**src/rtl/cm_notify_arbiter_pkg.sv**
```systemverilog
// rtl/cm_notify_arbiter_pkg.sv - shared types and helpers for the notification/error arbiter
package cm_notify_arbiter_pkg;

  // Default code width; modules with a different CODE_W build a local event type of the same shape.
  localparam int CM_CODE_W = 4;

  typedef struct packed {
    logic                 is_err;
    logic [CM_CODE_W-1:0] code;
  } cm_event_t;

  typedef enum logic {
    CM_ARB_IDLE = 1'b0,
    CM_ARB_HOLD = 1'b1
  } cm_arb_state_e;

  // Fold an index in [0, 2n) back into [0, n); works for non power-of-two channel counts.
  function automatic int cm_rr_wrap(input int idx, input int n);
    return (idx >= n) ? (idx - n) : idx;
  endfunction

endpackage

```
**src/rtl/cm_event_fifo.sv**
```systemverilog
// rtl/cm_event_fifo.sv - per-channel event FIFO with extra-bit full/empty pointers
module cm_event_fifo #(
  parameter int W     = 5,
  parameter int DEPTH = 4
) (
  input  logic         clk,
  input  logic         rst_n,
  input  logic         push,
  input  logic [W-1:0] push_data,
  input  logic         pop,
  output logic [W-1:0] head,
  output logic         empty,
  output logic         drop
);

  localparam int AW = $clog2(DEPTH);

  logic [W-1:0] mem [DEPTH];
  logic [AW:0]  wr_ptr;
  logic [AW:0]  rd_ptr;
  logic         full;
  logic         push_ok;
  logic         pop_ok;

  // The MSB distinguishes a full FIFO from an empty one when the index bits match.
  assign empty   = (wr_ptr == rd_ptr);
  assign full    = (wr_ptr[AW] != rd_ptr[AW]) && (wr_ptr[AW-1:0] == rd_ptr[AW-1:0]);
  assign pop_ok  = pop && !empty;
  // A pop in the same cycle frees the slot, so a push into a full FIFO still lands.
  assign push_ok = push && (!full || pop_ok);
  assign drop    = push && !push_ok;
  assign head    = mem[rd_ptr[AW-1:0]];

  // Storage and pointer update; pointers wrap naturally through the extra bit.
  always_ff @(posedge clk or negedge rst_n) begin
    if (!rst_n) begin
      wr_ptr <= '0;
      rd_ptr <= '0;
      for (int i = 0; i < DEPTH; i++) mem[i] <= '0;
    end else begin
      if (push_ok) begin
        mem[wr_ptr[AW-1:0]] <= push_data;
        wr_ptr              <= wr_ptr + (AW+1)'(1);
      end
      if (pop_ok) rd_ptr <= rd_ptr + (AW+1)'(1);
    end
  end

endmodule

```
**src/rtl/cm_notify_arbiter.sv**
```systemverilog
// rtl/cm_notify_arbiter.sv - error-first round-robin event arbiter; CM_DROP_CNT_EN adds Drop_Count
module cm_notify_arbiter
  import cm_notify_arbiter_pkg::*;
#(
  parameter int N_CH   = 4,
  parameter int CODE_W = 4,
  parameter int DEPTH  = 4
) (
  input  logic                      clk,
  input  logic                      rst_n,
  input  logic [N_CH-1:0]           ch_valid,
  input  logic [N_CH-1:0]           ch_is_err,
  input  logic [N_CH*CODE_W-1:0]    ch_code,
  input  logic                      out_ready,
  input  logic                      clr_ovf,
  output logic [CODE_W-1:0]         Notification,
  output logic                      Notification_Valid,
  output logic [CODE_W-1:0]         Error,
  output logic                      Error_Valid,
  output logic [$clog2(N_CH)-1:0]   Src_Ch,
  output logic [N_CH-1:0]           Overflow
`ifdef CM_DROP_CNT_EN
  ,
  output logic [15:0]               Drop_Count
`endif
);

  localparam int SW = $clog2(N_CH);
  localparam int EW = CODE_W + 1;

  logic [N_CH-1:0] empty;
  logic [N_CH-1:0] drop;
  logic [N_CH-1:0] pop;
  logic [N_CH-1:0] head_err;
  logic [EW-1:0]   head [N_CH];
  logic [N_CH-1:0] err_req;
  logic [N_CH-1:0] ntf_req;
  logic [N_CH-1:0] req;
  logic            any_req;
  logic            found;
  int              idx;
  logic [SW-1:0]   win;
  logic [SW-1:0]   rr_ptr;
  logic            load;
  cm_arb_state_e   state;
  cm_arb_state_e   state_nxt;

  for (genvar g = 0; g < N_CH; g++) begin : g_ch
    cm_event_fifo #(
      .W     (EW),
      .DEPTH (DEPTH)
    ) u_fifo (
      .clk       (clk),
      .rst_n     (rst_n),
      .push      (ch_valid[g]),
      .push_data ({ch_is_err[g], ch_code[g*CODE_W +: CODE_W]}),
      .pop       (pop[g]),
      .head      (head[g]),
      .empty     (empty[g]),
      .drop      (drop[g])
    );
    assign head_err[g] = head[g][CODE_W];
  end

  // Pick the error class if any error head is waiting, then scan round-robin from rr_ptr.
  always_comb begin
    err_req = ~empty & head_err;
    ntf_req = ~empty & ~head_err;
    req     = (|err_req) ? err_req : ntf_req;
    any_req = |req;
    win     = '0;
    found   = 1'b0;
    idx     = 0;
    for (int k = 0; k < N_CH; k++) begin
      idx = cm_rr_wrap(int'(rr_ptr) + k, N_CH);
      if (!found && req[idx]) begin
        win   = SW'(idx);
        found = 1'b1;
      end
    end
  end

  // Output stage state register.
  always_ff @(posedge clk or negedge rst_n) begin
    if (!rst_n) state <= CM_ARB_IDLE;
    else        state <= state_nxt;
  end

  // Next state and load decision; a consumed event is replaced in the same cycle when possible.
  always_comb begin
    state_nxt = state;
    load      = 1'b0;
    case (state)
      CM_ARB_IDLE: begin
        if (any_req) begin
          load      = 1'b1;
          state_nxt = CM_ARB_HOLD;
        end
      end
      CM_ARB_HOLD: begin
        if (out_ready) begin
          load      = any_req;
          state_nxt = any_req ? CM_ARB_HOLD : CM_ARB_IDLE;
        end
      end
      default: state_nxt = CM_ARB_IDLE;
    endcase
  end

  // The winning FIFO is popped exactly when its head moves into the output registers.
  always_comb begin
    pop = '0;
    if (load) pop[win] = 1'b1;
  end

  // Output registers and round-robin pointer; the pointer moves only when an event is loaded.
  always_ff @(posedge clk or negedge rst_n) begin
    if (!rst_n) begin
      Notification       <= '0;
      Notification_Valid <= 1'b0;
      Error              <= '0;
      Error_Valid        <= 1'b0;
      Src_Ch             <= '0;
      rr_ptr             <= '0;
    end else if (load) begin
      Src_Ch <= win;
      rr_ptr <= SW'(cm_rr_wrap(int'(win) + 1, N_CH));
      if (head_err[win]) begin
        Error              <= head[win][CODE_W-1:0];
        Error_Valid        <= 1'b1;
        Notification       <= '0;
        Notification_Valid <= 1'b0;
      end else begin
        Notification       <= head[win][CODE_W-1:0];
        Notification_Valid <= 1'b1;
        Error              <= '0;
        Error_Valid        <= 1'b0;
      end
    end else if ((state == CM_ARB_HOLD) && out_ready) begin
      Notification       <= '0;
      Notification_Valid <= 1'b0;
      Error              <= '0;
      Error_Valid        <= 1'b0;
      Src_Ch             <= '0;
    end
  end

  // Sticky drop flags; a drop in the clearing cycle keeps its bit set.
  always_ff @(posedge clk or negedge rst_n) begin
    if (!rst_n)       Overflow <= '0;
    else if (clr_ovf) Overflow <= drop;
    else              Overflow <= Overflow | drop;
  end

`ifdef CM_DROP_CNT_EN
  logic [4:0]  n_drop;
  logic [16:0] cnt_sum;

  // Count every dropped event this cycle; clearing restarts from this cycle's drops.
  always_comb begin
    n_drop = '0;
    for (int i = 0; i < N_CH; i++) n_drop = n_drop + 5'(drop[i]);
    cnt_sum = (clr_ovf ? 17'd0 : {1'b0, Drop_Count}) + 17'(n_drop);
  end

  // Saturating drop counter.
  always_ff @(posedge clk or negedge rst_n) begin
    if (!rst_n) Drop_Count <= '0;
    else        Drop_Count <= cnt_sum[16] ? 16'hFFFF : cnt_sum[15:0];
  end
`endif

endmodule

```
**config.mk**
```make
export PLATFORM = sky130hd
export DESIGN_NAME = cm_notify_arbiter
export DESIGN_NICKNAME = d
export VERILOG_FILES = /design/src/rtl/cm_notify_arbiter_pkg.sv /design/src/rtl/cm_event_fifo.sv /design/src/rtl/cm_notify_arbiter.sv
export SDC_FILE = /design/constraint.sdc
export NUM_CORES = 1
export LEC_CHECK = 0
export ABC_AREA = 1
export BUFFER_PORTS_ARGS = -buffer_cell sky130_fd_sc_hd__buf_4
export CAP_MARGIN = 30
export CORE_MARGIN = 10
export CORE_UTILIZATION = 60
export CTS_BUF_LIST = sky130_fd_sc_hd__clkbuf_16
export CTS_CLUSTER_DIAMETER = 100
export DETAILED_ROUTE_END_ITERATION = 8
export GPL_ROUTABILITY_DRIVEN = 0
export HOLD_SLACK_MARGIN = 0.15
export PLACE_DENSITY = 0.88
export RECOVER_POWER = 25
export SLEW_MARGIN = 25
export SYNTH_ARGS = -nofsm -noshare
export SYNTH_HDL_FRONTEND = slang
export SYNTH_HIERARCHICAL = 1
export SYNTH_SLANG_ARGS = --single-unit
```
**constraint.sdc**
```tcl
create_clock -name clk -period 4.4 [get_ports clk]
set_clock_uncertainty 0.15 [all_clocks]
set_input_delay 1.1 -clock clk [delete_from_list [all_inputs] [get_ports clk]]
set_output_delay 1.1 -clock clk [all_outputs]
set_load 0.005 [all_outputs]
```
After elaboration in Yosys (flattened, before gate mapping):

Index checks and enable logic that the tools add are counted.
W data, S select, Z words.

* register bits after elaboration: 123
* bits in latches: 0
* bits in writable memories: 0
* memory bits (read-only): 0
* output and inout port bits: 16
* word-level logic and storage cells: 222
* memories: 0

* add/subtract/negate cells: 17
* multiply operators: 0
* divide/modulo/power cells: 0
* $lt $le $gt $ge: 24
* eq/ne operators: 12
* shift-type cells: 0
* muxes and demuxes: 75
* bitwise gates (word level): 15
* reduce and logical (&&, ||, !) cells: 47

Operators by type and width (count)
* $lt A32 B4 Y1 const B: 4
* $mux W32: 4
* $bwmux W20: 4
* $mux W5: 12
* $bmux W5 S2: 5
* $demux W5 S2: 4
* $mux W4: 10
* $ge A3 B3 Y1 const B: 13
* $not A2 Y3: 9
* $logic_and A1 B1 Y1: 25
* $add A3 B1 Y3 const B: 8
* $mux W1: 21
* $logic_not A1 Y1: 15
* $mux W2: 7
* $eq A3 B3 Y1: 4
* $lt A3 B1 Y1 const B: 4
* $sub A3 B3 Y4 const B: 3
* $bmux W1 S2: 5
* $and A4 B4 Y4: 2
* $eq A2 B2 Y1: 4
* $not A4 Y4: 2
* $reduce_or A4 Y1: 2
* $add A2 B1 Y3 const B: 2
* $add A2 B2 Y3 const B: 2
* other kinds (12): 19

Logic depth before layout (Yosys ltp):

Gate-level depths: netlist of run 1.

* depth after elaboration: 32
* gate-level depth with buffers: 30
* mapped depth without buffers: 28

Modules after synthesis:

The synthesis of run 1 kept the hierarchy.

By module, submodules not included
* cm_event_fifo at g_ch[0].u_fifo ...: times used 3, cells each 170, area an instance 1368.8 sq um, seq. area each 650.6 sq um
* cm_notify_arbiter: times used 1, cells each 230, area an instance 1579.0 sq um, seq. area each 475.5 sq um
* cm_event_fifo at g_ch[3].u_fifo: times used 1, cells each 170, area an instance 1365.1 sq um, seq. area each 650.6 sq um

Worst setup path after synthesis of run 1:

No wires, ideal clock.

* path kind: register -> register
* from: register g_ch[0].u_fifo.rd_ptr[0]
* to: register Overflow[3]
* library setup time: 0.124 ns
* data arrival time: 3.157 ns
* path slack: 0.969 ns
* cell stages (with the launch flop): 23
* path buffers: 2
* period minus slack after synthesis: 3.431 ns
* cell sequence: dfrtp_1 -> inv_2 -> clkbuf_1 -> o21ai_0 -> o22ai_1 -> nand2_2 -> nand2_2 -> nor2_4 -> nand2_2 -> nand3_1 -> nand3_2 -> nand2_2 -> nor2_4 -> nand3_1 -> nand3_1 -> ha_1 -> inv_1 -> nor2_1 -> nor2_1 -> nand2_1 -> clkbuf_1 -> nor2_1 -> o21bai_1

RTL lines
* start, declared: RTL line cm_event_fifo.sv:20 `logic [AW:0] rd_ptr;`
* start signal, assigned: RTL line cm_event_fifo.sv:45 `if (pop_ok) rd_ptr <= rd_ptr + (AW+1)'(1);`
* end signal, assigned: RTL line cm_notify_arbiter.sv:151 `else if (clr_ovf) Overflow <= drop;`
* end signal, assigned: RTL line cm_notify_arbiter.sv:152 `else Overflow <= Overflow | drop;`
* end, declared: RTL line cm_notify_arbiter.sv:21 `output logic [N_CH-1:0] Overflow`

==> results of run 1 <==
[per-layer routing]
metal | track usage [%] | up-vias
met5 | 0 | -
met2 | 34.67 | 290
met3 | 5.092 | 59
li1 | - | 3093
met4 | 10.20 | 0
met1 | 28.71 | 2992
[through the flow]
stage	utilization [%]	setup slack, ns	cells	hold WS [ns]
2_1_floorplan	-	0.9691	910	0.2866
3_3_place_gp	64.84	0.4742	1070	0.3002
3_5_place_dp	64.84	0.3623	1070	0.3068
4_1_cts	70.09	0.2853	1102	0.3205
5_1_grt	70.16	0.02611	1102	0.3361
6_report	70.16	0.3962	1102	0.3215
[logic make-up (layout without fill, tap and decap cells)]
group / after synthesis / count (layout) / synth area share, %
AND/OR/NAND/NOR: 569 / 569 / 38.21
flip-flops: 123 / 123 / 43.66
buffers and inverters: 113 / 162 / 7.365
AO/OA/AOI/OAI: 77 / 77 / 6.016
adder cells (fa/ha/maj): 24 / 24 / 4.259
XOR/XNOR: 4 / 4 / 0.4968
[cell type report]
| cell class | count | area [sq um] | share of cell area (%) |
|---|---|---|---|
| Clock inverter | 15 | 176.4 | 2.193 |
| Clock buffer | 17 | 425.4 | 5.288 |
| Timing Repair Buffer | 56 | 445.4 | 5.537 |
| Inverter | 74 | 280.3 | 3.484 |
| Sequential cell | 123 | 3080 | 38.29 |
| Multi-Input combinational cell | 674 | 3458 | 42.99 |
| Tap cell | 143 | 178.9 | 2.224 |
[placed cells by master (no fill, tap or decap), drive strengths merged]
cell / n
o22ai: 20
ha: 24
nor4: 1
inv: 72
buf: 55
bufinv: 3
clkinv: 9
nand3: 79
xnor2: 4
clkinvlp: 5
a21oi: 2
o21ai: 51
nand2: 330
nor2: 71
o21bai: 4
nand3b: 2
clkbuf: 18
nand4: 86
dfrtp: 123
[worst min-delay path by stage]
| stage | cells after the start | to |
|---|---|---|
| 2_1_floorplan | 2 | g_ch[0].u_fifo/mem[5] |
| 3_3_place_gp | 2 | g_ch[1].u_fifo/mem[13] |
| 3_5_place_dp | 2 | g_ch[1].u_fifo/mem[12] |
| 4_1_cts | 2 | g_ch[2].u_fifo/mem[5] |
| 5_1_grt | 2 | g_ch[1].u_fifo/mem[12] |
| 6_report | 2 | g_ch[1].u_fifo/mem[10] |
[registers in the layout, summed over array words and instances (netlist names)]
name	flops
Overflow	4
rr_ptr	2
g_ch.u_fifo/wr_ptr	12
g_ch.u_fifo/mem	80
state	1
Notification_Valid	1
Src_Ch	2
Notification	4
Error_Valid	1
Error	4
g_ch.u_fifo/rd_ptr	12
[worst register-to-register path: stages (launching register included)]
cell and delay [ns]:
dfrtp_2 0.49, inv_2 0.18, o21ai_0 0.13, o22ai_1 0.38, nand2_2 0.14, nand2_2 0.11
nor2_4 0.06, nand2_2 0.07, nand3_1 0.11, nand3_2 0.13, nand2_2 0.08, nor2_4 0.16
nand3_1 0.13, nand3_1 0.29, ha_1 0.22, inv_1 0.04, nor2_1 0.21, nor2_1 0.08
nand2_1 0.07, buf_4 0.28, nand3_2 0.19, nand2_1 0.12, nand2_1 0.06
==> results.md, run 1 <==
- Outcome: finished with violations
- Violated checks: max-capacitance violations, max-slew violations
- Post-layout net count: 998
- Vias in the first global route: 6,229
- Total Routing Usage GR: 22.17%
- Finish-stage setup viols: 0
- Syn. warnings: 6
- Fmax: 249.8 MHz
- FFs w/ async S/R, synth: 100.0%
- Sequential fraction of the synthesis area: 43.66%
- CTS Buf Count: 17
- Initial core utilization: 61.48%
- CTS tree: yes
- Area leader, netlist: dfrtp_1
- Post-CTS sizing: 0
- Worst Setup Start Kind: flop
- Final hold vios: 0
- Placed Area: around 0.0074 sq mm
- Final instance area: approximately 0.0080 sq mm
- Post-synth EDFFs: 0
- I/O Pins: between 40 and 50
- Maximum fanout along the worst path: 29
- Slew Limit Fails: 55
- Fillers: about 850
- Largest cells by area after synthesis: dfrtp_1 44%, nand2_1 17%, nand4_1 7.5%
- 1st-pass router iterations: 7
- Top post-synthesis cells by count: 312 x nand2_1, 123 x dfrtp_1, 85 x nand4_1, 60 x nand3_1
- Met3 routed WL: 1518 um
- CP max stage delay: 0.49 ns
- Core area: 0.01147 sq mm
- TNS Setup: 0 ns
- Die Y: 128.4 um
- R2r worst-path depth: 22
- DRC: 0
- First-pass GRT wire length: 29,880 um
- Fin crit period: around 4.0 ns
- CTS Buffer Depth: 2
- Critical Path End Type: flop
- DRT iter0 DRCs: between 700 and 800
- Distinct cells, synth: 32
- # rows: 39
- Largest net degree at the start of global routing: 70
- Clock latency on the worst-skew pair: 0.43 ns
- Postcts setup bufs: 0
- Total Routed Length: 17,870 um
- Crit path capture: g_ch[2].u_fifo/mem[2]
- Port bufs: 43
- Worst r2r dst: g_ch[2].u_fifo/mem[2]
- Worst Path Class, Setup: flop to flop
- Worst path bufs/invs: 3
- Arrival time worst endpoint: 4.17 ns
- H-tree depth: 4
- WL met1: 7421 um
- Clk slew on worst S/H paths: 0.06 ns
- DIE WIDTH: 128.4 um
- CP Launch Point: g_ch[0].u_fifo/rd_ptr[0]
- FF-to-FF setup slack: 0.40 ns
- Final Cycle Share: between 90 and 100%
- Required time of the worst setup path: about 4.6 ns
- Most Frequent Cell on Critical Path: nand2_2
- Uppermost layer routed: met4
- Max Cap Violations: 1
- Die Area: 0.01649 sq mm
- Top delay family on crit path: simple AND/OR/NAND/NOR gates
- CTS Hold Bufs: 0
- Antenna fix cells: 0
- Vias: ~6,400
- Layout cells sized above 1: between 15 and 20%
- Syn Nets: 962
- Final ANT Viol Nets: 0
- Avg WL per Cell: 16.21 um
- Synthesized cell area: 0.007051 sq mm
- Register bit total from synthesis: 123
- Syn avg cell area: 7.748 sq um
- RSZ-0062 raised after global routing: no
- Initial antenna violation count: 0
- Metal2 WL: 8420 um
- P&R area growth vs syn: 14.11%
- Post-DP HPWL: 11,950 um
- Slew @ Worst Pin: 2.982 ns
- HP Start: g_ch[1].u_fifo/mem[10]
- Synth Flop Type: dfrtp_1
- Routed vias/inst: approximately 5.8
- CTS sink cnt: ~120
- Clock root buffer: clkbuf_16
- Most common cell in the synthesized netlist: nand2_1
- CP Cell Sequence: inv_2 > o21ai_0 > o22ai_1 > nand2_2 > nand2_2 > nor2_4 > nand2_2 > nand3_1 > nand3_2 > nand2_2 > nor2_4 > nand3_1 > nand3_1 > ha_1 > inv_1 > nor2_1 > nor2_1 > nand2_1 > buf_4 > nand3_2 > nand2_1 > nand2_1
- Slew HR: -98.78%
- Hold crit path type: flop to flop
- Area fraction of the dominant cell type after synthesis: 43.66%
- Total gr overflow: 0
- Post-Syn Instances: 910
- Critical path depth: 22
- CP max-delay cell: dfrtp_2
- Reg2reg start: g_ch[0].u_fifo/rd_ptr[0]
Power of run 1 is left out: the tool's default activity adds up to more than one toggle a clock period on the data nets, which glitch-free logic cannot reach.
==> run 2: changes to the inputs <==
- BUFFER_PORTS_ARGS: -buffer_cell sky130_fd_sc_hd__buf_4 -> not set
- DONT_BUFFER_PORTS: not set -> 1
- PLACE_DENSITY: 0.88 -> 0.85
- SYNTH_HIERARCHICAL: 1 -> not set
==> run 2 against run 1 <==
Compared with the run above:
- the flow now finishes without violations
- critical path depth down 3
- count of clock-buffer cells in the layout unchanged
- area after synthesis down 2.5%
- core utilization down 4.7 points
- die area down 2.1%
- critical path type unchanged
==> results.md, run 2 <==
- RSZ-0062 raised after global routing: no (unchanged)
- CTS tree: yes (unchanged)
- Worst Setup Start Kind: flop (unchanged)
- # rows: 39 (unchanged)
- DRC: 0 (unchanged)
- DRT iter0 DRCs: 554 (was 770)
- Reg2reg start: g_ch[2].u_fifo.rd_ptr[0] (was g_ch[0].u_fifo/rd_ptr[0])
- Clock latency on the worst-skew pair: 0.43 ns (about the same)
- Slew HR: 56.80% (was -98.78%)
- Fmax: 261.4 MHz (was 249.8 MHz)
- Synthesized cell area: 0.006877 sq mm (was 0.007051 sq mm)
- Post-synth EDFFs: 0 (unchanged)
- P&R area growth vs syn: 7.842% (was 14.11%)
- Most frequent cells in the layout: 293 x nand2_1, 123 x dfrtp_1, 88 x nand4_1 (was 311 x nand2_1, 121 x dfrtp_1, 85 x nand4_1)
- Post-CTS sizing: 0 (unchanged)
- Postcts setup bufs: 0 (unchanged)
- I/O Pins: 44 (unchanged)
- 1st-pass router iterations: 5 (was 7)
- Slew Limit Fails: 0 (was 55)
- Top flop regs: g_ch.u_fifo.mem x80, g_ch.u_fifo.rd_ptr x12, g_ch.u_fifo.wr_ptr x12 (was g_ch.u_fifo/mem x80, g_ch.u_fifo/rd_ptr x12, g_ch.u_fifo/wr_ptr x12)
- DIE WIDTH: 127.1 um (was 128.4 um)
- Initial core utilization: 60.74% (was 61.48%)
- Outcome: finished, final reports clean (was finished with violations)
- Total Routing Usage GR: 20.35% (was 22.17%)
- Total Routed Length: 16,150 um (was 17,870 um)
- Distinct cells, synth: 33 (was 32)
- Area leader, netlist: dfrtp_1 (unchanged)
- Crit path capture: g_ch[1].u_fifo.mem[2] (was g_ch[2].u_fifo/mem[2])
- Largest cells by area after synthesis: dfrtp_1 45%, nand2_1 16%, nand4_1 8.0% (was dfrtp_1 44%, nand2_1 17%, nand4_1 7.5%)
- Largest register by flop count: g_ch.u_fifo.mem (was g_ch.u_fifo/mem)
- Initial antenna violation count: 0 (unchanged)
- Synth Flop Type: dfrtp_1 (unchanged)
- Largest net degree at the start of global routing: 124 (was 70)
- H-tree depth: 4 (unchanged)
- Syn Nets: 917 (was 962)
- Core area: 0.01132 sq mm (was 0.01147 sq mm)
- CP Launch Point: g_ch[2].u_fifo.rd_ptr[0] (was g_ch[0].u_fifo/rd_ptr[0])
- Avg WL per Cell: 15.97 um (was 16.21 um)
- Arrival time worst endpoint: 3.98 ns (was 4.17 ns)
- FFs w/ async S/R, synth: 100.0% (unchanged)
- Max Cap Violations: 0 (was 1)
- Final hold vios: 0 (unchanged)
- Syn avg cell area: 7.913 sq um (was 7.748 sq um)
- Max reg flops: 80 (unchanged)
- Total gr overflow: 0 (unchanged)
- R2r worst-path depth: 19 (was 22)
- Worst r2r dst: g_ch[1].u_fifo.mem[2] (was g_ch[2].u_fifo/mem[2])
- Post-layout net count: 903 (was 998)
- Post-DP HPWL: 11,120 um (was 11,950 um)
- First-pass GRT wire length: 27,110 um (was 29,880 um)
- Register bit total from synthesis: 123 (unchanged)
- CTS Hold Bufs: 0 (unchanged)
- Commonest non-fill, non-tap cell in the layout: nand2_1 (unchanged)
- Clk slew on worst S/H paths: 0.06 ns (about the same)
- Finish-stage setup viols: 0 (unchanged)
- Critical Path End Type: flop (unchanged)
- CTS Buf Count: 17 (unchanged)
- Most common cell in the synthesized netlist: nand2_1 (unchanged)
- Final ANT Viol Nets: 0 (unchanged)
- Fin crit period: 3.826 ns (was 4.004 ns)
- CTS sink cnt: 123 (unchanged)
- Layout Utilization: 65.51% (was 70.16%)
- Area fraction of the dominant cell type after synthesis: 44.76% (was 43.66%)
- FF-to-FF setup slack: 0.57 ns (was 0.40 ns)
- Syn. warnings: 0 (was 6)
- Die Area: 0.01614 sq mm (was 0.01649 sq mm)
- Routed vias/inst: 5.812 (was 5.838)
- Vias in the first global route: 5,360 (was 6,229)
- CTS Buffer Depth: 2 (unchanged)
- Hold crit path type: input pin to asynchronous set/reset pin (was flop to flop)
- Post-Syn Instances: 869 (was 910)
- Antenna fix cells: 0 (unchanged)
- Die Y: 127.1 um (was 128.4 um)
- Maximum fanout along the worst path: 29 (unchanged)
- Worst Path Class, Setup: flop to flop (unchanged)
- Final Cycle Share: 86.96% (was 91.00%)
- Clock root buffer: clkbuf_16 (unchanged)
- Sequential fraction of the synthesis area: 44.76% (was 43.66%)
- Layout cells sized above 1: 8.295% (was 16.27%)
- Top post-synthesis cells by count: 293 x nand2_1, 123 x dfrtp_1, 88 x nand4_1, 79 x nand3_1, 54 x inv_1 (was 312 x nand2_1, 123 x dfrtp_1, 85 x nand4_1, 60 x nand3_1)
- TNS Setup: 0 ns (unchanged)
- Port bufs: 0 (was 43)
- Required time of the worst setup path: 4.56 ns (was 4.57 ns)
- Vias: 5,876 (was 6,434)
- Slew @ Worst Pin: 0.6462 ns (was 2.982 ns)
## run 2: final cells by class
type	instances	area (sq um)
clock buffer	17	425.4
clock inverter	15	142.6
fill	953	3905
inverter	66	247.7
multi-input combinational	646	3336
sequential	123	3078
tap	143	178.9
timing repair buffer	1	7.507
## run 2: per-layer routing
layer	global-route usage, %	up-vias	part of all wire [%]
met4	9.377	0	2.9
met3	5.666	35	6.9
li1	-	2883	-
met5	0	-	0
met1	27.70	2747	45
met2	29.43	211	45
## run 2: worst max-delay path: stages (launching register included)
cell and delay (ns):
dfrtp_1 0.58, inv_2 0.19, nand2_1 0.10, nand3_1 0.08, nand2_1 0.15, nand2_1 0.12
nand2_2 0.10, nor2_4 0.06, nand2_2 0.07, nand3_1 0.13, nand3_1 0.12, nand2_1 0.10
nor2_2 0.18, nand3_2 0.27, nand2_4 0.27, nand2_4 0.08, o21bai_4 0.53, nand3_2 0.25
nand2_1 0.12, nand2_1 0.05
## run 2: worst min path at each step
| stage | startpoint | to | slack [ns] | depth (start not counted) |
|---|---|---|---|---|
| floorplan | g_ch[0].u_fifo.mem[15] | g_ch[0].u_fifo.mem[15] | 0.29 | 2 |
| global placement | g_ch[2].u_fifo.mem[8] | g_ch[2].u_fifo.mem[8] | 0.30 | 2 |
| detailed placement | g_ch[3].u_fifo.mem[5] | g_ch[3].u_fifo.mem[5] | 0.30 | 2 |
| CTS | rst_n | g_ch[1].u_fifo.mem[11] | 0.21 | 0 |
| global route | rst_n | g_ch[1].u_fifo.mem[11] | 0.21 | 0 |
| finish | rst_n | g_ch[1].u_fifo.mem[7] | 0.22 | 0 |
## run 2: kinds of logic after synthesis
group                      after synthesis  synth area share (%)
and+or+nand+nor                        543                 37.01
AOI/OAI and AO/OA                       70                 6.095
buffers and inverters                  100                 6.732
adders and majority gates               20                 3.639
DFF                                    123                 44.76
xor gates and xnor gates                13                 1.765
## run 2: stage by stage
| step | instances | setup slack, ns | area (sq um) | hold WS, ns |
|---|---|---|---|---|
| 3_3_place_gp | 979 | 0.7470 | 6848 | 0.2980 |
| 6_report | 1011 | 0.5740 | 7416 | 0.2239 |
| 5_1_grt | 1011 | 0.1574 | 7416 | 0.2087 |
| 3_5_place_dp | 979 | 0.6859 | 6848 | 0.3036 |
| 4_1_cts | 1011 | 0.6270 | 7416 | 0.2131 |
| 2_1_floorplan | 869 | 1.705 | 6877 | 0.2866 |
Power of run 2 is left out for the same reason.
==> run 3: changes to the inputs <==
- ABC_AREA: 1 -> not set
==> run 3 against run 2 <==
Compared with the run above:
- first-iteration DRC count fell by 53%
- non-clock buffer count grew 9
- critical path depth is 11 lower
- sequential cell count is the same
- area after synthesis down 8.6%
- register-to-register slack worse by 0.07 ns
- sequential share of layout area increased by 2.3 points
- synthesized cell count fell by 46%
- global-route usage is 1.2 points lower
- routed wire length shrank 16%
- setup slack worse by 0.069 ns
==> results.md, run 3 <==
- Slew HR: 51.64% (was 56.80%)
- Final Cycle Share: 88.52% (was 86.96%)
- DRT iter0 DRCs: 263 (was 554)
- Area fraction of the dominant cell type after synthesis: 48.97% (was 44.76%)
- Fin crit period: 3.895 ns (was 3.826 ns)
- Area leader, netlist: dfrtp_1 (unchanged)
- Port bufs: 0 (unchanged)
- Syn Nets: 515 (was 917)
- Final ANT Viol Nets: 0 (unchanged)
- I/O Pins: 44 (unchanged)
- Post-Syn Instances: 467 (was 869)
- Most common cell in the synthesized netlist: dfrtp_1 (was nand2_1)
- Routed vias/inst: 6.287 (was 5.812)
- Max Cap Violations: 0 (unchanged)
- DIE WIDTH: 122.3 um (was 127.1 um)
- Sequential cell area: 0.003078 sq mm (unchanged)
- Final hold vios: 0 (unchanged)
- Syn avg cell area: 13.46 sq um (was 7.913 sq um)
- Sequential fraction of the synthesis area: 48.97% (was 44.76%)
- Maximum fanout along the worst path: 10 (was 29)
- Largest net degree at the start of global routing: 124 (unchanged)
- Commonest non-fill, non-tap cell in the layout: dfrtp_1 (was nand2_1)
- Hold crit path type: input pin to asynchronous set/reset pin (unchanged)
- Met3 routed WL: 733 um (was 1111 um)
- Post-synth EDFFs: 0 (unchanged)
- Avg WL per Cell: 21.50 um (was 15.97 um)
- Initial antenna violation count: 0 (unchanged)
- Finish-stage setup viols: 0 (unchanged)
- # rows: 37 (was 39)
- Uppermost layer routed: met4 (unchanged)
- Max reg flops: 80 (unchanged)
- Critical Path End Type: flop (unchanged)
- Fmax: 256.8 MHz (was 261.4 MHz)
- CTS Buffer Depth: 2 (unchanged)
- DRC: 0 (unchanged)
- WL met1: 5555 um (was 7266 um)
- Post-CTS sizing: 0 (unchanged)
- Total Routed Length: 13,550 um (was 16,150 um)
- Die Y: 122.3 um (was 127.1 um)
- Vias: 3,961 (was 5,876)
- Top post-synthesis cells by count: 123 x dfrtp_1, 81 x mux2_2, 29 x nand2_1, 20 x ha_1, 20 x mux4_2 (was 293 x nand2_1, 123 x dfrtp_1, 88 x nand4_1, 79 x nand3_1, 54 x inv_1)
- RSZ-0062 raised after global routing: no (unchanged)
- Final non-filler cell total: 630 (was 1,011)
- Most frequent cells in the layout: 123 x dfrtp_1, 81 x mux2_2, 29 x nand2_1 (was 293 x nand2_1, 123 x dfrtp_1, 88 x nand4_1)
- Register bit total from synthesis: 123 (unchanged)
- Die Area: 0.01497 sq mm (was 0.01614 sq mm)
- CTS sink cnt: 123 (unchanged)
- First-pass GRT wire length: 22,430 um (was 27,110 um)
- Distinct cells, synth: 51 (was 33)
- Layout cells sized above 1: 31.98% (was 8.295%)
- R2r worst-path depth: 8 (was 19)
- P&R area growth vs syn: 11.75% (was 7.842%)
- Postcts setup bufs: 0 (unchanged)
- Clock latency on the worst-skew pair: 0.42 ns (was 0.43 ns)
- 1st-pass router iterations: 5 (unchanged)
- CTS tree: yes (unchanged)
- Slew @ Worst Pin: 0.7053 ns (was 0.6462 ns)
- Final instance area: 0.007023 sq mm (was 0.007416 sq mm)
- Total Routing Usage GR: 19.13% (was 20.35%)
- Required time of the worst setup path: 4.55 ns (was 4.56 ns)
- Clk slew on worst S/H paths: 0.05 ns (was 0.06 ns)
- Antenna fix cells: 0 (unchanged)
- Slew Limit Fails: 0 (unchanged)
- Outcome: finished, final reports clean (unchanged)
- Clock root buffer: clkbuf_16 (unchanged)
- Arrival time worst endpoint: 4.05 ns (was 3.98 ns)
- Worst Path Class, Setup: flop to flop (unchanged)
- Reg2reg start: g_ch[1].u_fifo.rd_ptr[1] (was g_ch[2].u_fifo.rd_ptr[0])
- H-tree depth: 4 (unchanged)
- Vias in the first global route: 4,170 (was 5,360)
- Fillers: 730 (was 953)
- Initial core utilization: 61.15% (was 60.74%)
- CTS Buf Count: 17 (unchanged)
- Metal2 WL: 6703 um (was 7303 um)
- Core area: 0.01028 sq mm (was 0.01132 sq mm)
- Largest cells by area after synthesis: dfrtp_1 49%, mux2_2 15%, mux4_2 7.2% (was dfrtp_1 45%, nand2_1 16%, nand4_1 8.0%)
- Largest register by flop count: g_ch.u_fifo.mem (unchanged)
- Post-DP HPWL: 9311 um (was 11,120 um)
- Placed Area: 0.006451 sq mm (was 0.006848 sq mm)
- Synthesized cell area: 0.006285 sq mm (was 0.006877 sq mm)
- Footprint of the multi-input gates: 0.003090 sq mm (was 0.003336 sq mm)
- Post-layout net count: 529 (was 903)
- FF-to-FF setup slack: 0.51 ns (was 0.57 ns)
- FFs w/ async S/R, synth: 100.0% (unchanged)
- Top flop regs: g_ch.u_fifo.mem x80, g_ch.u_fifo.rd_ptr x12, g_ch.u_fifo.wr_ptr x12 (unchanged)
- Syn. warnings: 0 (unchanged)
- Worst r2r dst: g_ch[0].u_fifo.mem[18] (was g_ch[1].u_fifo.mem[2])
- Worst Setup Start Kind: flop (unchanged)
- TNS Setup: 0 ns (unchanged)
- Total gr overflow: 0 (unchanged)
- CTS Hold Bufs: 0 (unchanged)
- Synth Flop Type: dfrtp_1 (unchanged)
- Placed cell count: 598 (was 979)
[run 3: through the flow]
stage	hold slack [ns]	worst slack [ns]	utilization (%)
floorplan	0.3026	0.9308	-
global placement	0.3126	0.6991	62.77
detailed placement	0.3247	0.6126	62.77
CTS	0.2175	0.5570	68.26
global route	0.2226	0.2072	68.33
finish	0.2310	0.5052	68.33
[run 3: critical path, stage by stage (launching register included)]
cell and delay (ns):
dfrtp_1 0.63, xor2_1 0.21, o31ai_1 0.50, a31oi_1 0.21
nor4_1 0.54, a211o_1 0.39, a31oi_2 0.25, nor2_1 0.50
mux2_2 0.40
[run 3: layout make-up]
cell class / count / share of cell area, %
multi-input cells: 317 / 44.00
flip-flops and latches: 123 / 43.83
clock buffers: 17 / 6.057
well taps: 136 / 2.423
clock inverters: 15 / 1.978
repair buffers: 10 / 1.069
inverters: 12 / 0.6414
[run 3: layer usage]
metal  vias up  global-route usage [%]
met1      2031                   23.22
met3        45                   5.005
met5         -                       0
met2       126                   30.42
li1       1759                       -
met4         0                   11.05
[run 3: cell families after synthesis]
| family | after synthesis | synth area share (%) |
|---|---|---|
| xor+xnor | 29 | 4.041 |
| compound gates | 55 | 8.182 |
| simple gates | 95 | 8.162 |
| flops | 123 | 48.97 |
| fa+ha+maj | 21 | 4.141 |
| mux | 117 | 24.53 |
| buf+inv | 27 | 1.971 |
[run 3: worst max-delay path by stage]
stage	to	start	slack, ns
4_1_cts	g_ch[2].u_fifo.wr_ptr[1]	g_ch[1].u_fifo.rd_ptr[1]	0.56
2_1_floorplan	g_ch[3].u_fifo.mem[0]	g_ch[2].u_fifo.rd_ptr[0]	0.93
5_1_grt	g_ch[0].u_fifo.mem[15]	g_ch[1].u_fifo.rd_ptr[1]	0.21
6_report	g_ch[0].u_fifo.mem[18]	g_ch[1].u_fifo.rd_ptr[1]	0.51
3_3_place_gp	g_ch[0].u_fifo.mem[15]	g_ch[0].u_fifo.rd_ptr[1]	0.70
3_5_place_dp	g_ch[0].u_fifo.mem[15]	g_ch[3].u_fifo.rd_ptr[0]	0.61
Power of run 3 is left out for the same reason.
